**src/rtl/zynq_axi_arb_pkg.sv**
```systemverilog
// Shared types and AXI3 sideband constants for the two-requester m00_axi arbiter.
package zynq_axi_arb_pkg;

    typedef enum logic [1:0] {
        WR_IDLE = 2'd0,
        WR_ADDR = 2'd1,
        WR_DATA = 2'd2
    } wr_state_e;

    localparam logic [1:0] AXI_LOCK_C  = 2'b00;
    localparam logic [3:0] AXI_CACHE_C = 4'b0011;
    localparam logic [2:0] AXI_PROT_C  = 3'b000;
    localparam logic [3:0] AXI_QOS_C   = 4'h0;

    // A lone requester always wins; the pointer only breaks ties.
    function automatic logic rr_pick(input logic [1:0] req, input logic ptr);
        if (req == 2'b11) return ptr;
        return req[1];
    endfunction

endpackage

```
**src/rtl/zynq_axi_master_arb2_if.sv**
```systemverilog
// AXI3 channel bundle (no sidebands, no wid) used for both requester and m00 ports.
interface zynq_axi_master_arb2_if #(
    parameter int id_width_p   = 6,
    parameter int addr_width_p = 32,
    parameter int data_width_p = 32,
    parameter int len_width_p  = 4
);
    logic [addr_width_p-1:0]   awaddr;
    logic [id_width_p-1:0]     awid;
    logic [len_width_p-1:0]    awlen;
    logic [2:0]                awsize;
    logic [1:0]                awburst;
    logic                      awvalid;
    logic                      awready;

    logic [data_width_p-1:0]   wdata;
    logic [data_width_p/8-1:0] wstrb;
    logic                      wlast;
    logic                      wvalid;
    logic                      wready;

    logic [id_width_p-1:0]     bid;
    logic [1:0]                bresp;
    logic                      bvalid;
    logic                      bready;

    logic [addr_width_p-1:0]   araddr;
    logic [id_width_p-1:0]     arid;
    logic [len_width_p-1:0]    arlen;
    logic [2:0]                arsize;
    logic [1:0]                arburst;
    logic                      arvalid;
    logic                      arready;

    logic [data_width_p-1:0]   rdata;
    logic [id_width_p-1:0]     rid;
    logic [1:0]                rresp;
    logic                      rlast;
    logic                      rvalid;
    logic                      rready;

    modport master (
        output awaddr, awid, awlen, awsize, awburst, awvalid, input awready,
        output wdata, wstrb, wlast, wvalid, input wready,
        input bid, bresp, bvalid, output bready,
        output araddr, arid, arlen, arsize, arburst, arvalid, input arready,
        input rdata, rid, rresp, rlast, rvalid, output rready
    );

    modport slave (
        input awaddr, awid, awlen, awsize, awburst, awvalid, output awready,
        input wdata, wstrb, wlast, wvalid, output wready,
        output bid, bresp, bvalid, input bready,
        input araddr, arid, arlen, arsize, arburst, arvalid, output arready,
        output rdata, rid, rresp, rlast, rvalid, input rready
    );

endinterface

```
**src/rtl/bsg_arb_round_robin.sv**
```systemverilog
// Two-way round-robin picker; the pointer moves only when the owner reports a completed grant.
module bsg_arb_round_robin
    import zynq_axi_arb_pkg::*;
#(
    parameter int width_p  = 2,
    parameter bit toggle_p = 1'b0
) (
    input  logic               aclk,
    input  logic               aresetn,
    input  logic [width_p-1:0] reqs_i,
    input  logic               update_i,
    input  logic               favour_i,
    output logic               grant_o
);

    logic ptrQ_q, ptr_d;

    always_ff @(posedge aclk or negedge aresetn) begin
        if (!aresetn) ptrQ_q <= 1'b0;
        else          ptrQ_q <= ptr_d;
    end

    // toggle_p flips on every grant; otherwise the owner names the side to favour next.
    always_comb begin
        ptr_d = ptrQ_q;
        if (update_i) ptr_d = toggle_p ? ~ptrQ_q : favour_i;
    end

    assign grant_o = rr_pick(reqs_i, ptrQ_q);

endmodule

```
**src/rtl/zynq_axi_master_arb2.sv**
```systemverilog
// Shares the PL-to-PS m00_axi AXI3 master between two requesters; the ID MSB records the source.
module zynq_axi_master_arb2
    import zynq_axi_arb_pkg::*;
#(
    parameter int id_width_p   = 6,
    parameter int addr_width_p = 32,
    parameter int data_width_p = 32,
    parameter int len_width_p  = 4
) (
    input  logic                  aclk,
    input  logic                  aresetn,
    zynq_axi_master_arb2_if.slave  s0_axi,
    zynq_axi_master_arb2_if.slave  s1_axi,
    zynq_axi_master_arb2_if.master m00_axi,
    output logic [id_width_p-1:0] m00_axi_wid_o,
    output logic [1:0]            m00_axi_awlock_o,
    output logic [1:0]            m00_axi_arlock_o,
    output logic [3:0]            m00_axi_awcache_o,
    output logic [3:0]            m00_axi_arcache_o,
    output logic [2:0]            m00_axi_awprot_o,
    output logic [2:0]            m00_axi_arprot_o,
    output logic [3:0]            m00_axi_awqos_o,
    output logic [3:0]            m00_axi_arqos_o
);

    wr_state_e             state_q, state_d;
    logic                  wsrc_q, wsrc_d;
    logic [id_width_p-2:0] wid_q, wid_d;
    logic                  ar_lock_q, ar_lock_d, ar_src_q;
    logic                  aw_grant, ar_grant, ar_sel, ar_fire, wr_done, bsel, rsel;
    logic [1:0]            awvalid, wvalid, arvalid, awready, wready, arready;

    assign awvalid = {s1_axi.awvalid, s0_axi.awvalid};
    assign wvalid  = {s1_axi.wvalid,  s0_axi.wvalid};
    assign arvalid = {s1_axi.arvalid, s0_axi.arvalid};

    bsg_arb_round_robin #(.width_p(2), .toggle_p(1'b0)) aw_rr (
        .aclk(aclk), .aresetn(aresetn), .reqs_i(awvalid),
        .update_i(wr_done), .favour_i(~wsrc_q), .grant_o(aw_grant)
    );

    bsg_arb_round_robin #(.width_p(2), .toggle_p(1'b1)) ar_rr (
        .aclk(aclk), .aresetn(aresetn), .reqs_i(arvalid),
        .update_i(ar_fire), .favour_i(1'b0), .grant_o(ar_grant)
    );

    always_ff @(posedge aclk or negedge aresetn) begin
        if (!aresetn) begin
            state_q <= WR_IDLE;
            wsrc_q  <= 1'b0;
            wid_q   <= '0;
        end else begin
            state_q <= state_d;
            wsrc_q  <= wsrc_d;
            wid_q   <= wid_d;
        end
    end

    assign wr_done = (state_q == WR_DATA) & m00_axi.wvalid & m00_axi.wready & m00_axi.wlast;

    always_comb begin
        state_d = state_q;
        wsrc_d  = wsrc_q;
        wid_d   = wid_q;
        case (state_q)
            WR_IDLE: if (|awvalid) begin
                wsrc_d  = aw_grant;
                state_d = WR_ADDR;
            end
            WR_ADDR: if (awvalid[wsrc_q] & m00_axi.awready) begin
                wid_d   = wsrc_q ? s1_axi.awid : s0_axi.awid;
                state_d = WR_DATA;
            end
            WR_DATA: if (wr_done) state_d = WR_IDLE;
            default: state_d = WR_IDLE;
        endcase
    end

    always_comb begin
        m00_axi.awvalid = 1'b0;
        m00_axi.wvalid  = 1'b0;
        awready         = '0;
        wready          = '0;
        case (state_q)
            WR_ADDR: begin
                m00_axi.awvalid = awvalid[wsrc_q];
                awready[wsrc_q] = m00_axi.awready & awvalid[wsrc_q];
            end
            WR_DATA: begin
                m00_axi.wvalid = wvalid[wsrc_q];
                wready[wsrc_q] = m00_axi.wready;
            end
            default: ;
        endcase
    end

    assign m00_axi.awaddr  = wsrc_q ? s1_axi.awaddr  : s0_axi.awaddr;
    assign m00_axi.awid    = {wsrc_q, (wsrc_q ? s1_axi.awid : s0_axi.awid)};
    assign m00_axi.awlen   = wsrc_q ? s1_axi.awlen   : s0_axi.awlen;
    assign m00_axi.awsize  = wsrc_q ? s1_axi.awsize  : s0_axi.awsize;
    assign m00_axi.awburst = wsrc_q ? s1_axi.awburst : s0_axi.awburst;
    assign m00_axi.wdata   = wsrc_q ? s1_axi.wdata   : s0_axi.wdata;
    assign m00_axi.wstrb   = wsrc_q ? s1_axi.wstrb   : s0_axi.wstrb;
    assign m00_axi.wlast   = wsrc_q ? s1_axi.wlast   : s0_axi.wlast;
    assign m00_axi_wid_o   = {wsrc_q, wid_q};

    // A stalled AR keeps its source so a newly arriving requester cannot swap the address under valid.
    assign ar_sel          = ar_lock_q ? ar_src_q : ar_grant;
    assign m00_axi.arvalid = arvalid[ar_sel];
    assign ar_fire         = m00_axi.arvalid & m00_axi.arready;
    assign ar_lock_d       = m00_axi.arvalid & ~m00_axi.arready;

    always_ff @(posedge aclk or negedge aresetn) begin
        if (!aresetn) begin
            ar_lock_q <= 1'b0;
            ar_src_q  <= 1'b0;
        end else begin
            ar_lock_q <= ar_lock_d;
            ar_src_q  <= ar_sel;
        end
    end

    always_comb begin
        arready         = '0;
        arready[ar_sel] = m00_axi.arready & arvalid[ar_sel];
    end

    assign m00_axi.araddr  = ar_sel ? s1_axi.araddr  : s0_axi.araddr;
    assign m00_axi.arid    = {ar_sel, (ar_sel ? s1_axi.arid : s0_axi.arid)};
    assign m00_axi.arlen   = ar_sel ? s1_axi.arlen   : s0_axi.arlen;
    assign m00_axi.arsize  = ar_sel ? s1_axi.arsize  : s0_axi.arsize;
    assign m00_axi.arburst = ar_sel ? s1_axi.arburst : s0_axi.arburst;

    assign s0_axi.awready = awready[0];
    assign s1_axi.awready = awready[1];
    assign s0_axi.wready  = wready[0];
    assign s1_axi.wready  = wready[1];
    assign s0_axi.arready = arready[0];
    assign s1_axi.arready = arready[1];

    assign bsel           = m00_axi.bid[id_width_p-1];
    assign s0_axi.bvalid  = m00_axi.bvalid & ~bsel;
    assign s1_axi.bvalid  = m00_axi.bvalid & bsel;
    assign s0_axi.bid     = m00_axi.bid[id_width_p-2:0];
    assign s1_axi.bid     = m00_axi.bid[id_width_p-2:0];
    assign s0_axi.bresp   = m00_axi.bresp;
    assign s1_axi.bresp   = m00_axi.bresp;
    assign m00_axi.bready = bsel ? s1_axi.bready : s0_axi.bready;

    assign rsel           = m00_axi.rid[id_width_p-1];
    assign s0_axi.rvalid  = m00_axi.rvalid & ~rsel;
    assign s1_axi.rvalid  = m00_axi.rvalid & rsel;
    assign s0_axi.rid     = m00_axi.rid[id_width_p-2:0];
    assign s1_axi.rid     = m00_axi.rid[id_width_p-2:0];
    assign s0_axi.rdata   = m00_axi.rdata;
    assign s1_axi.rdata   = m00_axi.rdata;
    assign s0_axi.rresp   = m00_axi.rresp;
    assign s1_axi.rresp   = m00_axi.rresp;
    assign s0_axi.rlast   = m00_axi.rlast;
    assign s1_axi.rlast   = m00_axi.rlast;
    assign m00_axi.rready = rsel ? s1_axi.rready : s0_axi.rready;

    assign m00_axi_awlock_o  = AXI_LOCK_C;
    assign m00_axi_arlock_o  = AXI_LOCK_C;
    assign m00_axi_awcache_o = AXI_CACHE_C;
    assign m00_axi_arcache_o = AXI_CACHE_C;
    assign m00_axi_awprot_o  = AXI_PROT_C;
    assign m00_axi_arprot_o  = AXI_PROT_C;
    assign m00_axi_awqos_o   = AXI_QOS_C;
    assign m00_axi_arqos_o   = AXI_QOS_C;

endmodule

```
**src/flat_wrapper.sv**
```systemverilog
// flat-port wrapper written by rule: the top's interface ports become plain ports
module zynq_axi_master_arb2_flat import zynq_axi_arb_pkg::*;
#(
    parameter int id_width_p   = 6,
    parameter int addr_width_p = 32,
    parameter int data_width_p = 32,
    parameter int len_width_p  = 4
)
  (aclk, aresetn, m00_axi_wid_o, m00_axi_awlock_o, m00_axi_arlock_o, m00_axi_awcache_o, m00_axi_arcache_o, m00_axi_awprot_o, m00_axi_arprot_o, m00_axi_awqos_o, m00_axi_arqos_o, s0_axi_awaddr, s0_axi_awid, s0_axi_awlen, s0_axi_awsize, s0_axi_awburst, s0_axi_awvalid, s0_axi_awready, s0_axi_wdata, s0_axi_wstrb, s0_axi_wlast, s0_axi_wvalid, s0_axi_wready, s0_axi_bid, s0_axi_bresp, s0_axi_bvalid, s0_axi_bready, s0_axi_araddr, s0_axi_arid, s0_axi_arlen, s0_axi_arsize, s0_axi_arburst, s0_axi_arvalid, s0_axi_arready, s0_axi_rdata, s0_axi_rid, s0_axi_rresp, s0_axi_rlast, s0_axi_rvalid, s0_axi_rready, s1_axi_awaddr, s1_axi_awid, s1_axi_awlen, s1_axi_awsize, s1_axi_awburst, s1_axi_awvalid, s1_axi_awready, s1_axi_wdata, s1_axi_wstrb, s1_axi_wlast, s1_axi_wvalid, s1_axi_wready, s1_axi_bid, s1_axi_bresp, s1_axi_bvalid, s1_axi_bready, s1_axi_araddr, s1_axi_arid, s1_axi_arlen, s1_axi_arsize, s1_axi_arburst, s1_axi_arvalid, s1_axi_arready, s1_axi_rdata, s1_axi_rid, s1_axi_rresp, s1_axi_rlast, s1_axi_rvalid, s1_axi_rready, m00_axi_awaddr, m00_axi_awid, m00_axi_awlen, m00_axi_awsize, m00_axi_awburst, m00_axi_awvalid, m00_axi_awready, m00_axi_wdata, m00_axi_wstrb, m00_axi_wlast, m00_axi_wvalid, m00_axi_wready, m00_axi_bid, m00_axi_bresp, m00_axi_bvalid, m00_axi_bready, m00_axi_araddr, m00_axi_arid, m00_axi_arlen, m00_axi_arsize, m00_axi_arburst, m00_axi_arvalid, m00_axi_arready, m00_axi_rdata, m00_axi_rid, m00_axi_rresp, m00_axi_rlast, m00_axi_rvalid, m00_axi_rready);
  zynq_axi_master_arb2_if #(.id_width_p(id_width_p), .addr_width_p(addr_width_p), .data_width_p(data_width_p), .len_width_p(len_width_p)) s0_axi_i ();
  zynq_axi_master_arb2_if #(.id_width_p(id_width_p), .addr_width_p(addr_width_p), .data_width_p(data_width_p), .len_width_p(len_width_p)) s1_axi_i ();
  zynq_axi_master_arb2_if #(.id_width_p(id_width_p), .addr_width_p(addr_width_p), .data_width_p(data_width_p), .len_width_p(len_width_p)) m00_axi_i ();
  input  logic aclk;
  input  logic aresetn;
  output logic [id_width_p-1:0] m00_axi_wid_o;
  output logic [1:0] m00_axi_awlock_o;
  output logic [1:0] m00_axi_arlock_o;
  output logic [3:0] m00_axi_awcache_o;
  output logic [3:0] m00_axi_arcache_o;
  output logic [2:0] m00_axi_awprot_o;
  output logic [2:0] m00_axi_arprot_o;
  output logic [3:0] m00_axi_awqos_o;
  output logic [3:0] m00_axi_arqos_o;
  input wire logic [$bits(s0_axi_i.awaddr)-1:0] s0_axi_awaddr;
  input wire logic [$bits(s0_axi_i.awid)-1:0] s0_axi_awid;
  input wire logic [$bits(s0_axi_i.awlen)-1:0] s0_axi_awlen;
  input wire logic [$bits(s0_axi_i.awsize)-1:0] s0_axi_awsize;
  input wire logic [$bits(s0_axi_i.awburst)-1:0] s0_axi_awburst;
  input wire logic [$bits(s0_axi_i.awvalid)-1:0] s0_axi_awvalid;
  output wire logic [$bits(s0_axi_i.awready)-1:0] s0_axi_awready;
  input wire logic [$bits(s0_axi_i.wdata)-1:0] s0_axi_wdata;
  input wire logic [$bits(s0_axi_i.wstrb)-1:0] s0_axi_wstrb;
  input wire logic [$bits(s0_axi_i.wlast)-1:0] s0_axi_wlast;
  input wire logic [$bits(s0_axi_i.wvalid)-1:0] s0_axi_wvalid;
  output wire logic [$bits(s0_axi_i.wready)-1:0] s0_axi_wready;
  output wire logic [$bits(s0_axi_i.bid)-1:0] s0_axi_bid;
  output wire logic [$bits(s0_axi_i.bresp)-1:0] s0_axi_bresp;
  output wire logic [$bits(s0_axi_i.bvalid)-1:0] s0_axi_bvalid;
  input wire logic [$bits(s0_axi_i.bready)-1:0] s0_axi_bready;
  input wire logic [$bits(s0_axi_i.araddr)-1:0] s0_axi_araddr;
  input wire logic [$bits(s0_axi_i.arid)-1:0] s0_axi_arid;
  input wire logic [$bits(s0_axi_i.arlen)-1:0] s0_axi_arlen;
  input wire logic [$bits(s0_axi_i.arsize)-1:0] s0_axi_arsize;
  input wire logic [$bits(s0_axi_i.arburst)-1:0] s0_axi_arburst;
  input wire logic [$bits(s0_axi_i.arvalid)-1:0] s0_axi_arvalid;
  output wire logic [$bits(s0_axi_i.arready)-1:0] s0_axi_arready;
  output wire logic [$bits(s0_axi_i.rdata)-1:0] s0_axi_rdata;
  output wire logic [$bits(s0_axi_i.rid)-1:0] s0_axi_rid;
  output wire logic [$bits(s0_axi_i.rresp)-1:0] s0_axi_rresp;
  output wire logic [$bits(s0_axi_i.rlast)-1:0] s0_axi_rlast;
  output wire logic [$bits(s0_axi_i.rvalid)-1:0] s0_axi_rvalid;
  input wire logic [$bits(s0_axi_i.rready)-1:0] s0_axi_rready;
  input wire logic [$bits(s1_axi_i.awaddr)-1:0] s1_axi_awaddr;
  input wire logic [$bits(s1_axi_i.awid)-1:0] s1_axi_awid;
  input wire logic [$bits(s1_axi_i.awlen)-1:0] s1_axi_awlen;
  input wire logic [$bits(s1_axi_i.awsize)-1:0] s1_axi_awsize;
  input wire logic [$bits(s1_axi_i.awburst)-1:0] s1_axi_awburst;
  input wire logic [$bits(s1_axi_i.awvalid)-1:0] s1_axi_awvalid;
  output wire logic [$bits(s1_axi_i.awready)-1:0] s1_axi_awready;
  input wire logic [$bits(s1_axi_i.wdata)-1:0] s1_axi_wdata;
  input wire logic [$bits(s1_axi_i.wstrb)-1:0] s1_axi_wstrb;
  input wire logic [$bits(s1_axi_i.wlast)-1:0] s1_axi_wlast;
  input wire logic [$bits(s1_axi_i.wvalid)-1:0] s1_axi_wvalid;
  output wire logic [$bits(s1_axi_i.wready)-1:0] s1_axi_wready;
  output wire logic [$bits(s1_axi_i.bid)-1:0] s1_axi_bid;
  output wire logic [$bits(s1_axi_i.bresp)-1:0] s1_axi_bresp;
  output wire logic [$bits(s1_axi_i.bvalid)-1:0] s1_axi_bvalid;
  input wire logic [$bits(s1_axi_i.bready)-1:0] s1_axi_bready;
  input wire logic [$bits(s1_axi_i.araddr)-1:0] s1_axi_araddr;
  input wire logic [$bits(s1_axi_i.arid)-1:0] s1_axi_arid;
  input wire logic [$bits(s1_axi_i.arlen)-1:0] s1_axi_arlen;
  input wire logic [$bits(s1_axi_i.arsize)-1:0] s1_axi_arsize;
  input wire logic [$bits(s1_axi_i.arburst)-1:0] s1_axi_arburst;
  input wire logic [$bits(s1_axi_i.arvalid)-1:0] s1_axi_arvalid;
  output wire logic [$bits(s1_axi_i.arready)-1:0] s1_axi_arready;
  output wire logic [$bits(s1_axi_i.rdata)-1:0] s1_axi_rdata;
  output wire logic [$bits(s1_axi_i.rid)-1:0] s1_axi_rid;
  output wire logic [$bits(s1_axi_i.rresp)-1:0] s1_axi_rresp;
  output wire logic [$bits(s1_axi_i.rlast)-1:0] s1_axi_rlast;
  output wire logic [$bits(s1_axi_i.rvalid)-1:0] s1_axi_rvalid;
  input wire logic [$bits(s1_axi_i.rready)-1:0] s1_axi_rready;
  output wire logic [$bits(m00_axi_i.awaddr)-1:0] m00_axi_awaddr;
  output wire logic [$bits(m00_axi_i.awid)-1:0] m00_axi_awid;
  output wire logic [$bits(m00_axi_i.awlen)-1:0] m00_axi_awlen;
  output wire logic [$bits(m00_axi_i.awsize)-1:0] m00_axi_awsize;
  output wire logic [$bits(m00_axi_i.awburst)-1:0] m00_axi_awburst;
  output wire logic [$bits(m00_axi_i.awvalid)-1:0] m00_axi_awvalid;
  input wire logic [$bits(m00_axi_i.awready)-1:0] m00_axi_awready;
  output wire logic [$bits(m00_axi_i.wdata)-1:0] m00_axi_wdata;
  output wire logic [$bits(m00_axi_i.wstrb)-1:0] m00_axi_wstrb;
  output wire logic [$bits(m00_axi_i.wlast)-1:0] m00_axi_wlast;
  output wire logic [$bits(m00_axi_i.wvalid)-1:0] m00_axi_wvalid;
  input wire logic [$bits(m00_axi_i.wready)-1:0] m00_axi_wready;
  input wire logic [$bits(m00_axi_i.bid)-1:0] m00_axi_bid;
  input wire logic [$bits(m00_axi_i.bresp)-1:0] m00_axi_bresp;
  input wire logic [$bits(m00_axi_i.bvalid)-1:0] m00_axi_bvalid;
  output wire logic [$bits(m00_axi_i.bready)-1:0] m00_axi_bready;
  output wire logic [$bits(m00_axi_i.araddr)-1:0] m00_axi_araddr;
  output wire logic [$bits(m00_axi_i.arid)-1:0] m00_axi_arid;
  output wire logic [$bits(m00_axi_i.arlen)-1:0] m00_axi_arlen;
  output wire logic [$bits(m00_axi_i.arsize)-1:0] m00_axi_arsize;
  output wire logic [$bits(m00_axi_i.arburst)-1:0] m00_axi_arburst;
  output wire logic [$bits(m00_axi_i.arvalid)-1:0] m00_axi_arvalid;
  input wire logic [$bits(m00_axi_i.arready)-1:0] m00_axi_arready;
  input wire logic [$bits(m00_axi_i.rdata)-1:0] m00_axi_rdata;
  input wire logic [$bits(m00_axi_i.rid)-1:0] m00_axi_rid;
  input wire logic [$bits(m00_axi_i.rresp)-1:0] m00_axi_rresp;
  input wire logic [$bits(m00_axi_i.rlast)-1:0] m00_axi_rlast;
  input wire logic [$bits(m00_axi_i.rvalid)-1:0] m00_axi_rvalid;
  output wire logic [$bits(m00_axi_i.rready)-1:0] m00_axi_rready;
  assign s0_axi_i.awaddr = s0_axi_awaddr;
  assign s0_axi_i.awid = s0_axi_awid;
  assign s0_axi_i.awlen = s0_axi_awlen;
  assign s0_axi_i.awsize = s0_axi_awsize;
  assign s0_axi_i.awburst = s0_axi_awburst;
  assign s0_axi_i.awvalid = s0_axi_awvalid;
  assign s0_axi_awready = s0_axi_i.awready;
  assign s0_axi_i.wdata = s0_axi_wdata;
  assign s0_axi_i.wstrb = s0_axi_wstrb;
  assign s0_axi_i.wlast = s0_axi_wlast;
  assign s0_axi_i.wvalid = s0_axi_wvalid;
  assign s0_axi_wready = s0_axi_i.wready;
  assign s0_axi_bid = s0_axi_i.bid;
  assign s0_axi_bresp = s0_axi_i.bresp;
  assign s0_axi_bvalid = s0_axi_i.bvalid;
  assign s0_axi_i.bready = s0_axi_bready;
  assign s0_axi_i.araddr = s0_axi_araddr;
  assign s0_axi_i.arid = s0_axi_arid;
  assign s0_axi_i.arlen = s0_axi_arlen;
  assign s0_axi_i.arsize = s0_axi_arsize;
  assign s0_axi_i.arburst = s0_axi_arburst;
  assign s0_axi_i.arvalid = s0_axi_arvalid;
  assign s0_axi_arready = s0_axi_i.arready;
  assign s0_axi_rdata = s0_axi_i.rdata;
  assign s0_axi_rid = s0_axi_i.rid;
  assign s0_axi_rresp = s0_axi_i.rresp;
  assign s0_axi_rlast = s0_axi_i.rlast;
  assign s0_axi_rvalid = s0_axi_i.rvalid;
  assign s0_axi_i.rready = s0_axi_rready;
  assign s1_axi_i.awaddr = s1_axi_awaddr;
  assign s1_axi_i.awid = s1_axi_awid;
  assign s1_axi_i.awlen = s1_axi_awlen;
  assign s1_axi_i.awsize = s1_axi_awsize;
  assign s1_axi_i.awburst = s1_axi_awburst;
  assign s1_axi_i.awvalid = s1_axi_awvalid;
  assign s1_axi_awready = s1_axi_i.awready;
  assign s1_axi_i.wdata = s1_axi_wdata;
  assign s1_axi_i.wstrb = s1_axi_wstrb;
  assign s1_axi_i.wlast = s1_axi_wlast;
  assign s1_axi_i.wvalid = s1_axi_wvalid;
  assign s1_axi_wready = s1_axi_i.wready;
  assign s1_axi_bid = s1_axi_i.bid;
  assign s1_axi_bresp = s1_axi_i.bresp;
  assign s1_axi_bvalid = s1_axi_i.bvalid;
  assign s1_axi_i.bready = s1_axi_bready;
  assign s1_axi_i.araddr = s1_axi_araddr;
  assign s1_axi_i.arid = s1_axi_arid;
  assign s1_axi_i.arlen = s1_axi_arlen;
  assign s1_axi_i.arsize = s1_axi_arsize;
  assign s1_axi_i.arburst = s1_axi_arburst;
  assign s1_axi_i.arvalid = s1_axi_arvalid;
  assign s1_axi_arready = s1_axi_i.arready;
  assign s1_axi_rdata = s1_axi_i.rdata;
  assign s1_axi_rid = s1_axi_i.rid;
  assign s1_axi_rresp = s1_axi_i.rresp;
  assign s1_axi_rlast = s1_axi_i.rlast;
  assign s1_axi_rvalid = s1_axi_i.rvalid;
  assign s1_axi_i.rready = s1_axi_rready;
  assign m00_axi_awaddr = m00_axi_i.awaddr;
  assign m00_axi_awid = m00_axi_i.awid;
  assign m00_axi_awlen = m00_axi_i.awlen;
  assign m00_axi_awsize = m00_axi_i.awsize;
  assign m00_axi_awburst = m00_axi_i.awburst;
  assign m00_axi_awvalid = m00_axi_i.awvalid;
  assign m00_axi_i.awready = m00_axi_awready;
  assign m00_axi_wdata = m00_axi_i.wdata;
  assign m00_axi_wstrb = m00_axi_i.wstrb;
  assign m00_axi_wlast = m00_axi_i.wlast;
  assign m00_axi_wvalid = m00_axi_i.wvalid;
  assign m00_axi_i.wready = m00_axi_wready;
  assign m00_axi_i.bid = m00_axi_bid;
  assign m00_axi_i.bresp = m00_axi_bresp;
  assign m00_axi_i.bvalid = m00_axi_bvalid;
  assign m00_axi_bready = m00_axi_i.bready;
  assign m00_axi_araddr = m00_axi_i.araddr;
  assign m00_axi_arid = m00_axi_i.arid;
  assign m00_axi_arlen = m00_axi_i.arlen;
  assign m00_axi_arsize = m00_axi_i.arsize;
  assign m00_axi_arburst = m00_axi_i.arburst;
  assign m00_axi_arvalid = m00_axi_i.arvalid;
  assign m00_axi_i.arready = m00_axi_arready;
  assign m00_axi_i.rdata = m00_axi_rdata;
  assign m00_axi_i.rid = m00_axi_rid;
  assign m00_axi_i.rresp = m00_axi_rresp;
  assign m00_axi_i.rlast = m00_axi_rlast;
  assign m00_axi_i.rvalid = m00_axi_rvalid;
  assign m00_axi_rready = m00_axi_i.rready;
  zynq_axi_master_arb2 #(.id_width_p(id_width_p), .addr_width_p(addr_width_p), .data_width_p(data_width_p), .len_width_p(len_width_p)) u_core (.aclk(aclk), .aresetn(aresetn), .s0_axi(s0_axi_i), .s1_axi(s1_axi_i), .m00_axi(m00_axi_i), .m00_axi_wid_o(m00_axi_wid_o), .m00_axi_awlock_o(m00_axi_awlock_o), .m00_axi_arlock_o(m00_axi_arlock_o), .m00_axi_awcache_o(m00_axi_awcache_o), .m00_axi_arcache_o(m00_axi_arcache_o), .m00_axi_awprot_o(m00_axi_awprot_o), .m00_axi_arprot_o(m00_axi_arprot_o), .m00_axi_awqos_o(m00_axi_awqos_o), .m00_axi_arqos_o(m00_axi_arqos_o));
endmodule
```
**config.mk**
```make
export PLATFORM = sky130hd
export DESIGN_NAME = zynq_axi_master_arb2_flat
export DESIGN_NICKNAME = d
export VERILOG_FILES = /design/src/rtl/zynq_axi_arb_pkg.sv /design/src/rtl/zynq_axi_master_arb2_if.sv /design/src/rtl/bsg_arb_round_robin.sv /design/src/rtl/zynq_axi_master_arb2.sv /design/src/flat_wrapper.sv
export SDC_FILE = /design/constraint.sdc
export NUM_CORES = 1
export LEC_CHECK = 0
export BUFFER_PORTS_ARGS = -buffer_cell sky130_fd_sc_hd__buf_2
export CORE_AREA = 2 2 238 240
export DETAILED_ROUTE_END_ITERATION = 8
export DIE_AREA = 0 0 240 242
export HOLD_SLACK_MARGIN = 0.02
export PLACE_DENSITY = 0.3
export SLEW_MARGIN = 15
export SYNTH_ARGS = -nofsm -noshare
export SYNTH_HDL_FRONTEND = slang
export SYNTH_SLANG_ARGS = --single-unit
```
**constraint.sdc**
```tcl
create_clock -name aclk -period 2.45 [get_ports aclk]
set_input_delay 0.6125 -clock aclk [delete_from_list [all_inputs] [get_ports aclk]]
set_output_delay 0.6125 -clock aclk [all_outputs]
set_load 0.005 [all_outputs]
```
==> results.py <==
metrics = {
    "power": {
        "p_leak_nw": 2.86,
        "powerDensity_nw_per_um2": 586,
        "clkPwrFrac_pct": 9.8,
        "p_int_mw": 2.15,
        "pwr-share-comb_pct": 77.3,
        "sw_frac_of_total_pct": 37.2,
        "irDropWorstVdd_v": 0.000353,
        "p_switching_mw": 1.27,
        "power_mw": 3.41,
        "seqPwrFrac_pct": 12.9,
    },
    "setup_path": {
        "cp-end-kind": "output pin",
        "worstSetupPathType": "primary input to output pin",
        "cp_data_arrival_time_ns": 1.82,
        "cpPeakStageDelay_ns": 0.30,
        "worst_r2r_startpoint": "u_core.wsrc_q$_DFFE_PN0P_",
        "critPathSlowestCell": "mux2_4",
        "cpMostUsedCell": "buf_6",
        "path_max_fanout": 7,
        "start_kind": "primary input",
        "crit_required_ns": 1.84,
        "path_cells": "buf_6, nor2b_4, o21ai_4, buf_12, clkbuf_16, mux2_4, buf_6",
        "setup.worst_path.start": "s0_axi_arvalid",
    },
    "route": {
        "drt-total-wl_um": 14700,
        "vias": 3573,
        "drt_drc_violations_left": 0,
        "vias_per_cell": 2.50,
        "ant_nets": 0,
        "dr.first_iter.drc_count": 67,
        "wl_per_cell_um": 10.3,
        "drt_pass1_iterations": 4,
    },
    "synth": {
        "syn_avg_cell_area_um2": 9.60,
        "seq_area_frac_synth_pct": 9.42,
        "synth_top_area_share_pct": 48.4,
        "synth-seq-cells": 12,
        "yosysTopAreaCell": "mux2_2",
        "synth_commonest_cells": "137 x mux2_2, 125 x buf_4, 12 x dfrtp_1, 9 x buf_2, 9 x nor2_1",
        "yosysWarnings": 0,
        "yosysMostFrequentCell": "mux2_2",
        "synthArstFlopShare_pct": 100,
        "synthTopCellsByArea": "mux2_2 48%, buf_4 29%, dfrtp_1 9.4%",
        "synth_edf_count": 0,
        "synth_cells": 332,
        "synth_cell_types": 27,
        "synthFlopType": "dfrtp_1",
        "syn_area_um2": 3190,
    },
    "sta": {
        "rsz0062_at_grt": "yes",
        "post-route-min-period_ns": 2.43,
        "skew_ns": 0.00388,
        "drv_slew": 0,
        "hold_viol": 0,
        "min_period_over_period_pct": 99.2,
        "setup_viol": 0,
        "fmax_mhz": 412,
    },
    "grt": {
        "first_global_vias": 3459,
        "gr-total-overflow": 0,
        "grt_pass1_wl_um": 18700,
        "antenna_found_initial": 1,
        "grt_max_degree": 46,
        "grtUsageTotal_pct": 4.07,
    },
    "placement": {
        "dp_hpwl_um": 12700,
        "placedCellCount": 1417,
        "port_buffers": 432,
        "gp_congestion": 0.722,
    },
    "flow_run": {
        "maxCapViolCount": 0,
    },
    "layout": {
        "multi_input_area_um2": 2020,
        "areaGrowthSynthToFinish_pct": 82.7,
        "final_util_pct": 10.5,
        "fin_cells": 1429,
        "num_antenna_cells": 0,
        "nets": 1002,
        "fillers": 6525,
        "regArea_um2": 304,
        "drive_gt1_share_pct": 89.2,
    },
    "floorplan": {
        "die_w_um": 240,
        "initial_core_util_pct": 5.72,
        "placementRows": 87,
        "die_area_um2": 58100,
        "ios": 604,
        "die_y_um": 242,
        "coreArea_um2": 55700,
    },
    "clocking": {
        "cts_made_buffers": 3,
        "cts_tree": "yes",
        "cts_sinks": 12,
        "ctsLongestPathBuffers": 2,
        "root_buffer": "clkbuf_16",
        "clk_pin_slew_ns": 0.05,
        "clk_latency_ns": 0.24,
        "htreeDepth": 1,
    },
    "worst_hold_path": {
        "hold_class": "primary input to asynchronous set/reset pin",
    },
    "status": {
        "status": "complete, no violations",
    },
}
power groups by stage:
| stage | clock, mW | sequential, mW | combinational, mW |
|---|---|---|---|
| 2_1_floorplan | 0 | 0.352 | 1.62 |
| 3_3_place_gp | 0 | 0.446 | 2.48 |
| 3_5_place_dp | 0 | 0.446 | 2.46 |
| 4_1_cts | 0.347 | 0.447 | 2.47 |
| 5_1_grt | 0.359 | 0.473 | 2.86 |
| 6_report | 0.334 | 0.440 | 2.64 |
logic make-up after synthesis:
logic type | synth area share [%]
compound gates | 1.53
xor+xnor | 0.275
buf+inv | 33.1
flops | 9.42
mux | 50.1
other cells | 0.236
simple gates | 5.34
area by class of cell:
type,instances,area share [%]
Clock buffer,4,1.52
Sequential cell,12,5.22
Timing Repair Buffer,449,42.3
Inverter,1,0.0644
Multi-Input combinational cell,207,34.6
Tap cell,756,16.2
critical path: cells and delay by family:
family | cells | cell delay (ns)
simple gates | 1 | 0.12
buf+inv | 4 | 0.56
mux | 1 | 0.30
compound gates | 1 | 0.21
state kept, by name, indices dropped and copies added (netlist names):
name,flops
u_core.wid_q,5
u_core.state_q,2
u_core.ar_lock_q,1
u_core.ar_rr.ptrQ_q,1
u_core.ar_src_q,1
u_core.aw_rr.ptrQ_q,1
u_core.wsrc_q,1
cell usage in the layout, fill, tap and decap left out, types with 2 or more instances in the layout:
| master | Yosys | routed |
|---|---|---|
| and2_1 | 2 | 2 |
| buf_12 | 0 | 4 |
| buf_2 | 9 | 422 |
| buf_4 | 125 | 7 |
| buf_6 | 6 | 13 |
| clkbuf_16 | 0 | 6 |
| conb_1 | 2 | 30 |
| dfrtp_1 | 12 | 11 |
| mux2_2 | 137 | 122 |
| mux2_4 | 3 | 18 |
| nand2_1 | 4 | 4 |
| nor2_1 | 9 | 9 |
| nor2b_1 | 6 | 5 |
through the flow:
stage | cell area, um2 | TNS [ns] | setup slack (ns) | hold slack, ns
floorplan | 3290 | 0 | 0.325 | 0.317
global placement | 5450 | 0 | 0.0581 | 0.486
detailed placement | 5450 | 0 | 0.0372 | 0.481
CTS | 5540 | 0 | 0.0217 | 0.268
global route | 5830 | -0.156 | -0.0204 | 0.273
finish | 5830 | 0 | 0.0208 | 0.254
path summary, 6_finish.rpt:
kind / to / slack [ns] / cells past startpoint
min in group aclk: u_core.wid_q[1]$_DFFE_PN0P_ / 0.51 / 1
hold reg to reg: u_core.wid_q[1]$_DFFE_PN0P_ / 0.51 / 1
setup reg to reg: u_core.aw_rr.ptrQ_q$_DFFE_PN0P_ / 0.63 / 4
setup / recovery: m00_axi_araddr[5] / 0.02 / 7
max in group asynchronous: u_core.wsrc_q$_DFFE_PN0P_ / 1.93 / 1
hold / removal: u_core.wid_q[0]$_DFFE_PN0P_ / 0.25 / 1
routing by layer:
layer,vias up,share of wire (%),track usage (%)
li1,1674,-,-
met5,-,0,0
met4,0,1.5,0.786
met2,320,50,7.66
met1,1561,36,4.24
met3,18,13,1.61
repair_timing:
item                                    CTS  global route
endpoints found under the setup margin    0            43
buffers inserted                          0             2
hold buffers                              0             0
gates resized for setup                   0            31
Power figures use the tool's default switching activity.
